**config.mk**
```make
export PLATFORM = sky130hd
export DESIGN_NAME = ingress_arbiter
export DESIGN_NICKNAME = d
export VERILOG_FILES = /design/src/rtl/ingress_arbiter_pkg.sv /design/src/rtl/ingress_arbiter_rr.sv /design/src/rtl/ingress_arbiter.sv
export SDC_FILE = /design/constraint.sdc
export NUM_CORES = 1
export LEC_CHECK = 0
export BUFFER_PORTS_ARGS = -buffer_cell sky130_fd_sc_hd__buf_2
export CAP_MARGIN = 10
export CORE_MARGIN = 4
export CORE_UTILIZATION = 54
export DETAILED_ROUTE_END_ITERATION = 12
export PLACE_DENSITY = 0.91
export SLEW_MARGIN = 20
export SYNTH_ARGS = -nofsm -noshare
export SYNTH_HDL_FRONTEND = slang
export SYNTH_HIERARCHICAL = 1
export SYNTH_SLANG_ARGS = --single-unit
```
**constraint.sdc**
```tcl
create_clock -name clk -period 3.43 [get_ports clk]
set_input_delay 0.343 -clock clk [delete_from_list [all_inputs] [get_ports clk]]
set_output_delay 0.343 -clock clk [all_outputs]
set_load 0.01 [all_outputs]
```
**src/rtl/ingress_arbiter_pkg.sv**
```systemverilog
// ingress_arbiter_pkg -- shared definitions for the ingress arbiter slice.
//   state_t   : arbiter FSM state encoding
//   HDR_WORDS : header words presented to the destination calculator per packet
//   DEST_W    : width of the destination identifier
//   WORD_W    : ingress/egress data word width
package ingress_arbiter_pkg;

  localparam int unsigned HDR_WORDS = 3;
  localparam int unsigned DEST_W    = 2;
  localparam int unsigned WORD_W    = 16;

  typedef enum logic [2:0] {
    IDLE,
    HDR,
    PAD,
    DEST,
    FWD,
    DRAIN
  } state_t;

endpackage

```
**src/rtl/ingress_arbiter_rr.sv**
```systemverilog
// rr_arbiter -- 4-way round-robin selector.
//   req [3:0] : request vector
//   ptr [1:0] : index of the last granted requester; search starts at ptr+1
//   gnt [3:0] : one-hot grant (all zero when no request)
//   idx [1:0] : index of the granted requester
//   any       : at least one request present
module rr_arbiter (
  input  logic [3:0] req,
  input  logic [1:0] ptr,
  output logic [3:0] gnt,
  output logic [1:0] idx,
  output logic       any
);

  always_comb begin
    logic [1:0] cand;
    gnt  = '0;
    idx  = '0;
    any  = 1'b0;
    cand = '0;
    for (int unsigned k = 0; k < 4; k++) begin
      cand = ptr + 2'(k + 1);
      if (!any && req[cand]) begin
        any       = 1'b1;
        gnt[cand] = 1'b1;
        idx       = cand;
      end
    end
  end

endmodule

```
**src/rtl/ingress_arbiter.sv**
```systemverilog
// ingress_arbiter -- grants one of four ingress ports per packet, feeds the
// first three words to an external destination calculator, then forwards the
// packet (buffered header replay followed by pass-through) tagged with the
// returned destination. Runt packets (eop within the header) are discarded.
//
// Ports:
//   clk, reset                 : clock, asynchronous active-high reset
//   in_valid/in_sop/in_eop     : per-port word qualifiers
//   in_data                    : per-port 16-bit words, port i at [16i+15:16i]
//   in_ready                   : per-port accept
//   calc_valid/calc_data       : header words to the destination calculator
//   calc_dest_valid/calc_dest  : calculator result
//   out_valid/out_sop/out_eop/out_data/out_dest, out_ready : egress stream
//   grant_id                   : current owner port
//   drop                       : one-cycle pulse per discarded packet
//
// Build option: INGRESS_TIMEOUT_EN adds a stall watchdog (TIMEOUT_CYCLES idle
// cycles of the owner in HDR discards via PAD, in FWD terminates via DRAIN).
module ingress_arbiter
  import ingress_arbiter_pkg::*;
#(
  parameter int unsigned NUM_PORTS      = 4,
  parameter int unsigned TIMEOUT_CYCLES = 256
) (
  input  logic                        clk,
  input  logic                        reset,
  input  logic [NUM_PORTS-1:0]        in_valid,
  input  logic [NUM_PORTS-1:0]        in_sop,
  input  logic [NUM_PORTS-1:0]        in_eop,
  input  logic [NUM_PORTS*WORD_W-1:0] in_data,
  output logic [NUM_PORTS-1:0]        in_ready,
  output logic                        calc_valid,
  output logic [WORD_W-1:0]           calc_data,
  input  logic                        calc_dest_valid,
  input  logic [DEST_W-1:0]           calc_dest,
  output logic                        out_valid,
  output logic                        out_sop,
  output logic                        out_eop,
  output logic [WORD_W-1:0]           out_data,
  output logic [DEST_W-1:0]           out_dest,
  input  logic                        out_ready,
  output logic [1:0]                  grant_id,
  output logic                        drop
);

  localparam logic [1:0] LAST = 2'(HDR_WORDS - 1);
  // rd_idx == PASS means the header replay is finished and words come
  // straight from the granted port.
  localparam logic [1:0] PASS = 2'(HDR_WORDS);

  state_t              state, state_nxt;
  logic [1:0]          last_ptr;
  logic [WORD_W-1:0]   hdr_buf [HDR_WORDS];
  logic [1:0]          hdr_cnt;
  logic [1:0]          rd_idx;
  logic                discard;
  logic                eop_hdr;
  logic [DEST_W-1:0]   dest_q;

  logic                g_valid, g_eop;
  logic [WORD_W-1:0]   g_data;
  logic [3:0]          arb_gnt;
  logic [1:0]          arb_idx;
  logic                arb_any;
  logic                timeout;

  assign g_valid  = in_valid[grant_id];
  assign g_eop    = in_eop[grant_id];
  assign g_data   = in_data[WORD_W*grant_id +: WORD_W];
  assign out_dest = dest_q;

  rr_arbiter u_rr (
    .req (in_valid & in_sop),
    .ptr (last_ptr),
    .gnt (arb_gnt),
    .idx (arb_idx),
    .any (arb_any)
  );

`ifdef INGRESS_TIMEOUT_EN
  localparam int unsigned CNT_W = $clog2(TIMEOUT_CYCLES + 1);
  logic [CNT_W-1:0] stall_cnt;
  logic             counting;

  // The replay phase is excluded: the owner is not being read then, and
  // leaving mid-replay would break a word already presented on the egress.
  assign counting = (state == HDR) || ((state == FWD) && (rd_idx == PASS));
  assign timeout  = counting && !g_valid &&
                    (stall_cnt == CNT_W'(TIMEOUT_CYCLES - 1));

  always_ff @(posedge clk or posedge reset) begin
    if (reset)                             stall_cnt <= '0;
    else if (!counting || g_valid || timeout) stall_cnt <= '0;
    else                                   stall_cnt <= stall_cnt + CNT_W'(1);
  end
`else
  assign timeout = 1'b0;
`endif

  always_comb begin
    state_nxt  = state;
    in_ready   = '0;
    calc_valid = 1'b0;
    calc_data  = '0;
    out_valid  = 1'b0;
    out_sop    = 1'b0;
    out_eop    = 1'b0;
    out_data   = '0;
    drop       = 1'b0;
    case (state)
      IDLE: begin
        if (arb_any) state_nxt = HDR;
      end
      HDR: begin
        in_ready[grant_id] = 1'b1;
        calc_valid         = g_valid;
        calc_data          = g_valid ? g_data : '0;
        if (g_valid) begin
          if (hdr_cnt == LAST) state_nxt = DEST;
          else if (g_eop)      state_nxt = PAD;
        end else if (timeout) begin
          state_nxt = PAD;
        end
      end
      PAD: begin
        calc_valid = 1'b1;
        if (hdr_cnt == LAST) state_nxt = DEST;
      end
      DEST: begin
        if (calc_dest_valid) begin
          drop      = discard;
          state_nxt = discard ? IDLE : FWD;
        end
      end
      FWD: begin
        if (rd_idx != PASS) begin
          out_valid = 1'b1;
          out_data  = hdr_buf[rd_idx];
          out_sop   = (rd_idx == 2'd0);
          out_eop   = (rd_idx == LAST) && eop_hdr;
        end else begin
          // in_sop is deliberately ignored here; it travels as plain data.
          out_valid          = g_valid;
          out_data           = g_data;
          out_eop            = g_eop;
          in_ready[grant_id] = out_ready;
          if (timeout) state_nxt = DRAIN;
        end
        if (out_valid && out_ready && out_eop) state_nxt = IDLE;
      end
      DRAIN: begin
        out_valid = 1'b1;
        out_eop   = 1'b1;
        if (out_ready) begin
          drop      = 1'b1;
          state_nxt = IDLE;
        end
      end
      default: state_nxt = IDLE;
    endcase
  end

  always_ff @(posedge clk or posedge reset) begin
    if (reset) begin
      state    <= IDLE;
      grant_id <= '0;
      last_ptr <= 2'd3;
      for (int unsigned i = 0; i < HDR_WORDS; i++) hdr_buf[i] <= '0;
      hdr_cnt  <= '0;
      rd_idx   <= '0;
      discard  <= 1'b0;
      eop_hdr  <= 1'b0;
      dest_q   <= '0;
    end else begin
      state <= state_nxt;
      case (state)
        IDLE: begin
          if (arb_any) begin
            grant_id <= arb_idx;
            last_ptr <= arb_idx;
            hdr_cnt  <= '0;
            discard  <= 1'b0;
            eop_hdr  <= 1'b0;
          end
        end
        HDR: begin
          if (g_valid) begin
            hdr_buf[hdr_cnt] <= g_data;
            hdr_cnt          <= hdr_cnt + 2'd1;
            if (hdr_cnt == LAST) eop_hdr <= g_eop;
            else if (g_eop)      discard <= 1'b1;
          end else if (timeout) begin
            discard <= 1'b1;
          end
        end
        PAD: begin
          hdr_buf[hdr_cnt] <= '0;
          hdr_cnt          <= hdr_cnt + 2'd1;
        end
        DEST: begin
          if (calc_dest_valid) begin
            dest_q <= calc_dest;
            rd_idx <= '0;
          end
        end
        FWD: begin
          if ((rd_idx != PASS) && out_ready) rd_idx <= rd_idx + 2'd1;
        end
        default: ;
      endcase
    end
  end

endmodule
```
# Yosys cells after proc, flatten, opt, wreduce, memory -nomap -nowiden
# Cells that the tools add are included.
# totals
regBits	63
latchBits	0
ram_bits	0
romBits	0
inputBits	82
wordCells	149
mem_count	0
# op_classes
addsub	5
n_mul	0
div	0
order_cmp	9
eq_ne	19
shifts	1
n_mux	72
n_bitwise	6
n_reduce_logical	26
# op_table
op	n
$mux W16	7
$pmux W48 S2	1
$shiftx A64 B7 Y16	1
$and A48 B48 Y48	1
$bwmux W48	1
$mux W48	1
$not A48 Y48	1
$bmux W16 S2	1
$demux W16 S2	1
$mux W3	9
$mux W1	25
$ne A2 B2 Y1 const B	11
$pmux W3 S6	1
$mux W2	8
$lt A2 B3 Y1 const B	5
$bmux W1 S2	6
$pmux W1 S2	6
$logic_and A1 B1 Y1	9
$and A4 B4 Y4	2
$pmux W4 S2	1
$reduce_and A7 Y1	1
$add A2 B1 Y2 const B	3
$eq A3 B2 Y1 const B	2
$eq A3 B3 Y1 const B	2
other kinds (21)	32

# Logic depth before layout (Yosys ltp)
# Gate-level depths: netlist of the first run.
# depth
depth_word	15
ltp_mapped	11

# By module
# The synthesis of the first run kept the hierarchy.
# modules_own_cells
module	n_inst	cells_per_inst	area_per_inst_um2	seq_area_each_um2
ingress_arbiter	1	354	4015.1	1579.0
rr_arbiter	1	86	629.4	0.0

# Worst setup path after synthesis of the first run
# OpenSTA, ideal clock, no wires.
# synth_path
kind	reg2reg
startpoint	reg last_ptr[0]
endpoint	reg grant_id[0]
setup_time_ns	0.066
arrival_time_ns	2.384
t_required_ns	3.364
setup_slack_ns	0.981
stages_incl_launch_ff	12
n_path_buf	3
period_less_slack_ns	2.449
path_cell_list	dfstp_2 -> buf_6 -> buf_2 -> inv_1 -> ha_1 -> clkbuf_1 -> a21oi_1 -> a211oi_1 -> a311o_1 -> a221oi_1 -> nand2_1 -> nand2_1
# synth_between
word_cells_on_any_way	26
cone_classes	add/sub: 3; mux: 16; reduce/logical: 7
# synth_rtl
item	line_no	source
from (decl)	ingress_arbiter.sv:52	logic [1:0] last_ptr;
from (signal assigned)	ingress_arbiter.sv:180	last_ptr <= arb_idx;
$add A2 B1 Y2	ingress_arbiter_rr.sv:22	cand = ptr + 2'(k + 1);
$bmux W1 S2	ingress_arbiter_rr.sv:23	if (!any && req[cand]) begin
$mux W1 (not written as such)	ingress_arbiter_rr.sv:23	
$mux W1	ingress_arbiter_rr.sv:23	
$logic_not A1 Y1	ingress_arbiter_rr.sv:23	
$logic_and A1 B1 Y1	ingress_arbiter_rr.sv:23	
$mux W1	ingress_arbiter_rr.sv:23	
$logic_not A1 Y1	ingress_arbiter_rr.sv:23	
$logic_and A1 B1 Y1	ingress_arbiter_rr.sv:23	
$mux W1	ingress_arbiter_rr.sv:23	
$logic_not A1 Y1	ingress_arbiter_rr.sv:23	
$logic_and A1 B1 Y1	ingress_arbiter_rr.sv:23	
$mux W2 *	ingress_arbiter_rr.sv:23	
via arb_idx[0]	ingress_arbiter.sv:63	logic [1:0] arb_idx;
to (signal assigned)	ingress_arbiter.sv:179	grant_id <= arb_idx;
to (decl)	ingress_arbiter.sv:42	output logic [1:0] grant_id,
# Mark *: on every way through the listed nets, which the timed path passes. The rest lies on a longest branch. The select of a mux whose other input is x is not followed.
# A chain may end at the register's enable or synchronous reset.

# Worst setup path in the final report of the first run
# layout_path
startpoint	reg hdr_cnt[0]
endpoint	reg hdr_buf[9] (netlist name)
# layout_between
elab_chain_len	8
word_cells_on_any_way	11
cone_classes	order compare: 2; mux: 5; bitwise: 3; reduce/logical: 1
# layout_lines
item	line_no	source
from (decl)	ingress_arbiter.sv:54	logic [1:0] hdr_cnt;
from (signal assigned)	ingress_arbiter.sv:189	hdr_cnt <= hdr_cnt + 2'd1;
from (signal assigned)	ingress_arbiter.sv:198	hdr_cnt <= hdr_cnt + 2'd1;
$not A2 Y3 (not written as such) *	ingress_arbiter.sv:188, ingress_arbiter.sv:197	
$ge A3 B3 Y1 (not written as such) or $lt A3 B1 Y1 (tied branches)	ingress_arbiter.sv:188, ingress_arbiter.sv:197	
$logic_and A1 B1 Y1 (not written as such)	ingress_arbiter.sv:188, ingress_arbiter.sv:197	
$mux W16 (not written as such)	ingress_arbiter.sv:188, ingress_arbiter.sv:197	
$demux W16 S2 *	ingress_arbiter.sv:188, ingress_arbiter.sv:197	
$bwmux W48 or $not A48 Y48 (tied branches)	-	
$mux W48 or $and A48 B48 Y48 (tied branches)	-	
$pmux W48 S2 *	ingress_arbiter.sv:176	case (state)
to (signal, indexed assignment)	ingress_arbiter.sv:188	hdr_buf[hdr_cnt] <= g_data;
to (decl)	ingress_arbiter.sv:53	logic [WORD_W-1:0] hdr_buf [HDR_WORDS];
# Mark *: on every way between the ends. The rest lies on a longest branch, timed or not. The select of a mux whose other input is x is not followed.

==> flow_summary.ini, run 1 <==
[finish]
instances_no_fill = 588
utilization_pct = 67.86
nets = 574
fillers = 567
area_growth_pct = 19.57
drive_above_1_share_pct = 41.72
n_antenna_cell = 0

[clock_tree]
ctsHoldBuffers = 0
cts_resized = 0
clkLatencyLatePin_ns = 0.35
cts_tree = done
clockBufferDepth = 2
htreeDepth = 3
root_buffer = clkbuf_8
cts_buffers = 9
cts_num_sinks = 63
path_clk_slew_ns = 0.07
post_cts_buffers = 0

[critical_path]
rr_startpoint = hdr_cnt[0]
crit_path_max_fanout = 21
cp-startpoint = hdr_cnt[0]
cp_data_required_time_ns = 3.66
cp.arrival_ns = 3.24
crit_type = reg -> reg
crit_path_start_kind = flip-flop
worst_setup_path_end_kind = flip-flop

[drt]
wire_per_inst_um = 22.49
routed_wl_mm = 13.22
vias_per_cell = 6.895
vias = 4054
dr.pass1.iters = 5
dr.first_iter.drc_count = 563
ant_nets = 0
route.detailed.drc = 0

[global_routing]
grt_pass1_wl_mm = 20.97
antenna_found_initial = 0
grt_max_degree = 53
grt_pass1_vias = 4161
grt_overflow_total = 0
grt_usage_pct = 29.69

[timing]
fin_crit_ns = 3.007
final-max-slew-violation-count = 0
setup_tns_ns = 0
hold_ws_ns = 0.09065
clock.fmax_mhz = 332.6
hold_viol_final = 0
setup_viol = 0
period_share_pct = 87.66
skew_ns = 0.01049
rsz0062_at_grt = no
max_slew.worst_pin.slew_ns = 0.9870
slew-limit-headroom_pct = 33.82

[place]
dp_cells = 573
globalplace.congestion = 0.8792
port_buffers = 126
dpl.hpwl_mm = 9.096

[floorplan]
die_y_um = 96.47
start_util_pct = 56.75
chipWidth_um = 96.47
ios = 127
die_area_sq_um = 9306
rows = 31
core_sq_um = 7447

[synth]
synth.avg_cell_area_sq_um = 10.89
synthesis.area_sq_um = 4227
netlist_instances = 388
synth_warnings = 6
syn_nets = 477

[hold_path]
min_path_type = in -> async

[pwr]
ir_drop_uv = 481.5
pwr_density_cell_nw_per_um2 = 899.3
p_leak_nw = 2.320

[flow_run]
drv_cap = 0

[outcome]
status = finished clean
flip-flops by register name, indices dropped and copies added, names as in the netlist, 2 cells and up:
name and count:
hdr_cnt 2, hdr_buf 48, rd_idx 2, state 3, grant_id 2, out_dest 2
last_ptr 2
placed cells by master (no fill, tap or decap), drive strengths merged, types with 11 or more instances in the layout:
| cell | instances |
|---|---|
| a32o | 48 |
| dfrtp | 61 |
| inv | 11 |
| and3 | 19 |
| mux4 | 18 |
| clkbuf | 12 |
| nor2 | 23 |
| buf | 136 |
| a221oi | 17 |
| nor4 | 16 |
| nand2 | 22 |
| mux2 | 19 |
stage by stage:
step	area [sq um]	power [W]	setup WS (ns)
global placement	4806	0.003552	0.6341
global route	5054	0.004795	0.3077
CTS	5054	0.004498	0.4981
finish	5054	0.004545	0.4232
floorplan	4227	0.003070	1.228
detailed placement	4808	0.003686	0.5605
power by group:
group / leakage [nW] / internal [W] / total, W / switching, W
Sequential: 0.810 / 0.00107 / 0.00134 / 0.000261
Combinational: 1.39 / 0.00106 / 0.00239 / 0.00133
Clock: 0.123 / 0.000519 / 0.000817 / 0.000298
metal layers:
metal	up-vias	share of wire, %	track usage, %
met4	0	2.1	10.86
met3	30	10	5.964
li1	1729	-	-
met5	-	0	0
met1	2002	37	37.71
met2	293	51	50.29
layout make-up:
class                           instances  area (sq um)  share of cell area [%]
Multi-Input combinational cell        262          2349                   46.47
Sequential cell                        63          1579                   31.25
Timing Repair Buffer                  136         705.7                   13.96
Clock buffer                           12         155.1                   3.070
Tap cell                               99         123.9                   2.451
Clock inverter                          3         90.09                   1.783
Inverter                               13         51.30                   1.015
path summary, 6_finish.rpt:
kind                          endpoint  cells past startpoint  slack (ns)
max in group asynchronous  hdr_buf[41]                      3        2.71
min                         hdr_buf[7]                      2        0.09
min reg2reg                last_ptr[1]                      2        0.50
max                         hdr_buf[9]                      4        0.42
min in group clk           out_dest[1]                      2        0.22
max reg2reg                 hdr_buf[9]                      4        0.42
critical path, stage by stage (launching register included):
cell and delay, ns:
dfrtp_1 0.46, inv_1 0.14, ha_1 0.75, nand4bb_1 0.95, a32o_1 0.59
No activity file was read; power rests on OpenSTA's default activity.
==> run 2: changes to the inputs <==
--- a/config.mk
+++ b/config.mk
@@ -7,10 +7,12 @@
 export LEC_CHECK = 0
 export BUFFER_PORTS_ARGS = -buffer_cell sky130_fd_sc_hd__buf_2
 export CAP_MARGIN = 10
+export CELL_PAD_IN_SITES_DETAIL_PLACEMENT = 0
+export CELL_PAD_IN_SITES_GLOBAL_PLACEMENT = 1
 export CORE_MARGIN = 4
-export CORE_UTILIZATION = 54
+export CORE_UTILIZATION = 41
 export DETAILED_ROUTE_END_ITERATION = 12
-export PLACE_DENSITY = 0.91
+export PLACE_DENSITY = 0.9
 export SLEW_MARGIN = 20
 export SYNTH_ARGS = -nofsm -noshare
 export SYNTH_HDL_FRONTEND = slang
==> run 2 against run 1 <==
Effect of this change: power fell by 4.9%; first-iteration DRC count shrank 49%; die area increased by 29%; largest cell class unchanged.
==> flow_summary.ini, run 2 (synthesis results as in run 1) <==
[outcome]
status = finished clean

[timing]
slew-limit-headroom_pct = 38.14
hold_viol_final = 0
rsz0062_at_grt = no
setup_ws_ns = 0.6062
setup_tns_ns = 0
final-max-slew-violation-count = 0
clock.fmax_mhz = 354.1
hold_ws_ns = 0.1179
fin_crit_ns = 2.824
period_share_pct = 82.33
max_slew.worst_pin.slew_ns = 0.9278
skew_ns = 0.008741
setup_viol = 0

[finish]
layout_commonest_cell = buf_2
drive_above_1_share_pct = 42.16
mostFrequentLayoutCells = buf_2, dfrtp_1, a32o_1, nor2_1, nand2_1
seq_area_sq_um = 1579
final_area_sq_um = 5064
fillers = 899
n_antenna_cell = 0
area_growth_pct = 19.80
regMostFlops = hdr_buf
largestRegisters = hdr_buf: 48 flops, state: 3 flops
nets = 576
multi_input_area_sq_um = 2351
largest_reg_flops = 48
instances_no_fill = 624

[drt]
wire_per_inst_um = 20.51
dr.pass1.iters = 4
route.detailed.drc = 0
vias_per_cell = 6.144
ant_nets = 0
vias = 3834
dr.first_iter.drc_count = 289
routed_wl_mm = 12.80

[place]
place_ws_ns = 0.9170
place_area_sq_um = 4863
dp_cells = 609
globalplace.congestion = 0.8139
port_buffers = 126
dpl.hpwl_mm = 9.144

[clock_tree]
ctsHoldBuffers = 0
cts_num_sinks = 63
cts_buffers = 9
cts_resized = 0
cts_tree = done
path_clk_slew_ns = 0.07
htreeDepth = 3
post_cts_buffers = 0
root_buffer = clkbuf_8
clkLatencyLatePin_ns = 0.35
clockBufferDepth = 2

[floorplan]
die_area_sq_um = 12000
die_y_um = 109.5
ios = 127
chipWidth_um = 109.5
core_sq_um = 9910
start_util_pct = 42.65
rows = 36

[hold_path]
min_path_type = in -> async

[global_routing]
grt_util_met2_pct = 35.35
met1_usage_pct = 28.20
antenna_found_initial = 0
grt_max_degree = 35
grt_usage_pct = 21.31
grt_pass1_vias = 3794
use_met3_pct = 3.758
grt_pass1_wl_mm = 19.64
busiest_layer = met2
grt_overflow_total = 0

[flow_run]
drv_cap = 0

[critical_path]
cp_data_required_time_ns = 3.09
cp.arrival_ns = 2.48
crit_path_max_fanout = 21
worst_setup_path_end_kind = primary output
crit_path_start_kind = flip-flop
crit_type = reg -> out

[pwr]
pwr_density_cell_nw_per_um2 = 853.5
p_leak_nw = 2.305
ir_drop_uv = 312.1
run 2: path summary, 6_finish.rpt:
| check | to | depth (start not counted) | slack (ns) | from |
|---|---|---|---|---|
| hold reg to reg | out_dest[1] | 1 | 0.50 | out_dest[1] |
| min in group clk | out_dest[1] | 2 | 0.23 | calc_dest[1] |
| setup reg to reg | hdr_buf[43] | 4 | 0.91 | hdr_cnt[0] |
| setup / recovery | out_valid | 6 | 0.61 | rd_idx[0] |
| max in group asynchronous | last_ptr[1] | 3 | 2.42 | reset |
| hold / removal | hdr_buf[7] | 2 | 0.12 | reset |
run 2: area by class of cell:
class	instances	share of cell area, %
inverters	13	0.9637
multi-input cells	262	46.43
well taps	133	3.286
clock buffers	12	3.064
clock inverters	3	0.8401
flip-flops and latches	63	31.18
repair buffers	138	14.23
run 2: worst max-delay path: stages (launching register included):
cell and delay [ns]:
dfrtp_1 0.44, ha_1 0.19, buf_4 0.27, clkinv_1 0.60, nor3_1 0.35, nor2_1 0.10
buf_2 0.20
run 2: stage by stage:
step / util, % / total power (W)
floorplan: - / 0.003070
global placement: 49.08 / 0.003572
detailed placement: 49.08 / 0.003673
CTS: 51.07 / 0.004320
global route: 51.10 / 0.004612
finish: 51.10 / 0.004322
run 2: report_power, final:
part           internal [W]  switching (W)
combinational       0.00107        0.00126
sequential          0.00107       0.000269
clock              0.000370       0.000281
total               0.00252        0.00181
run 2: routing by layer:
metal  share of wire, %  routed length, um
met2                 49               6227
met1                 41               5305
met5                  0                  0
met3                8.2               1054
met4                1.6                209
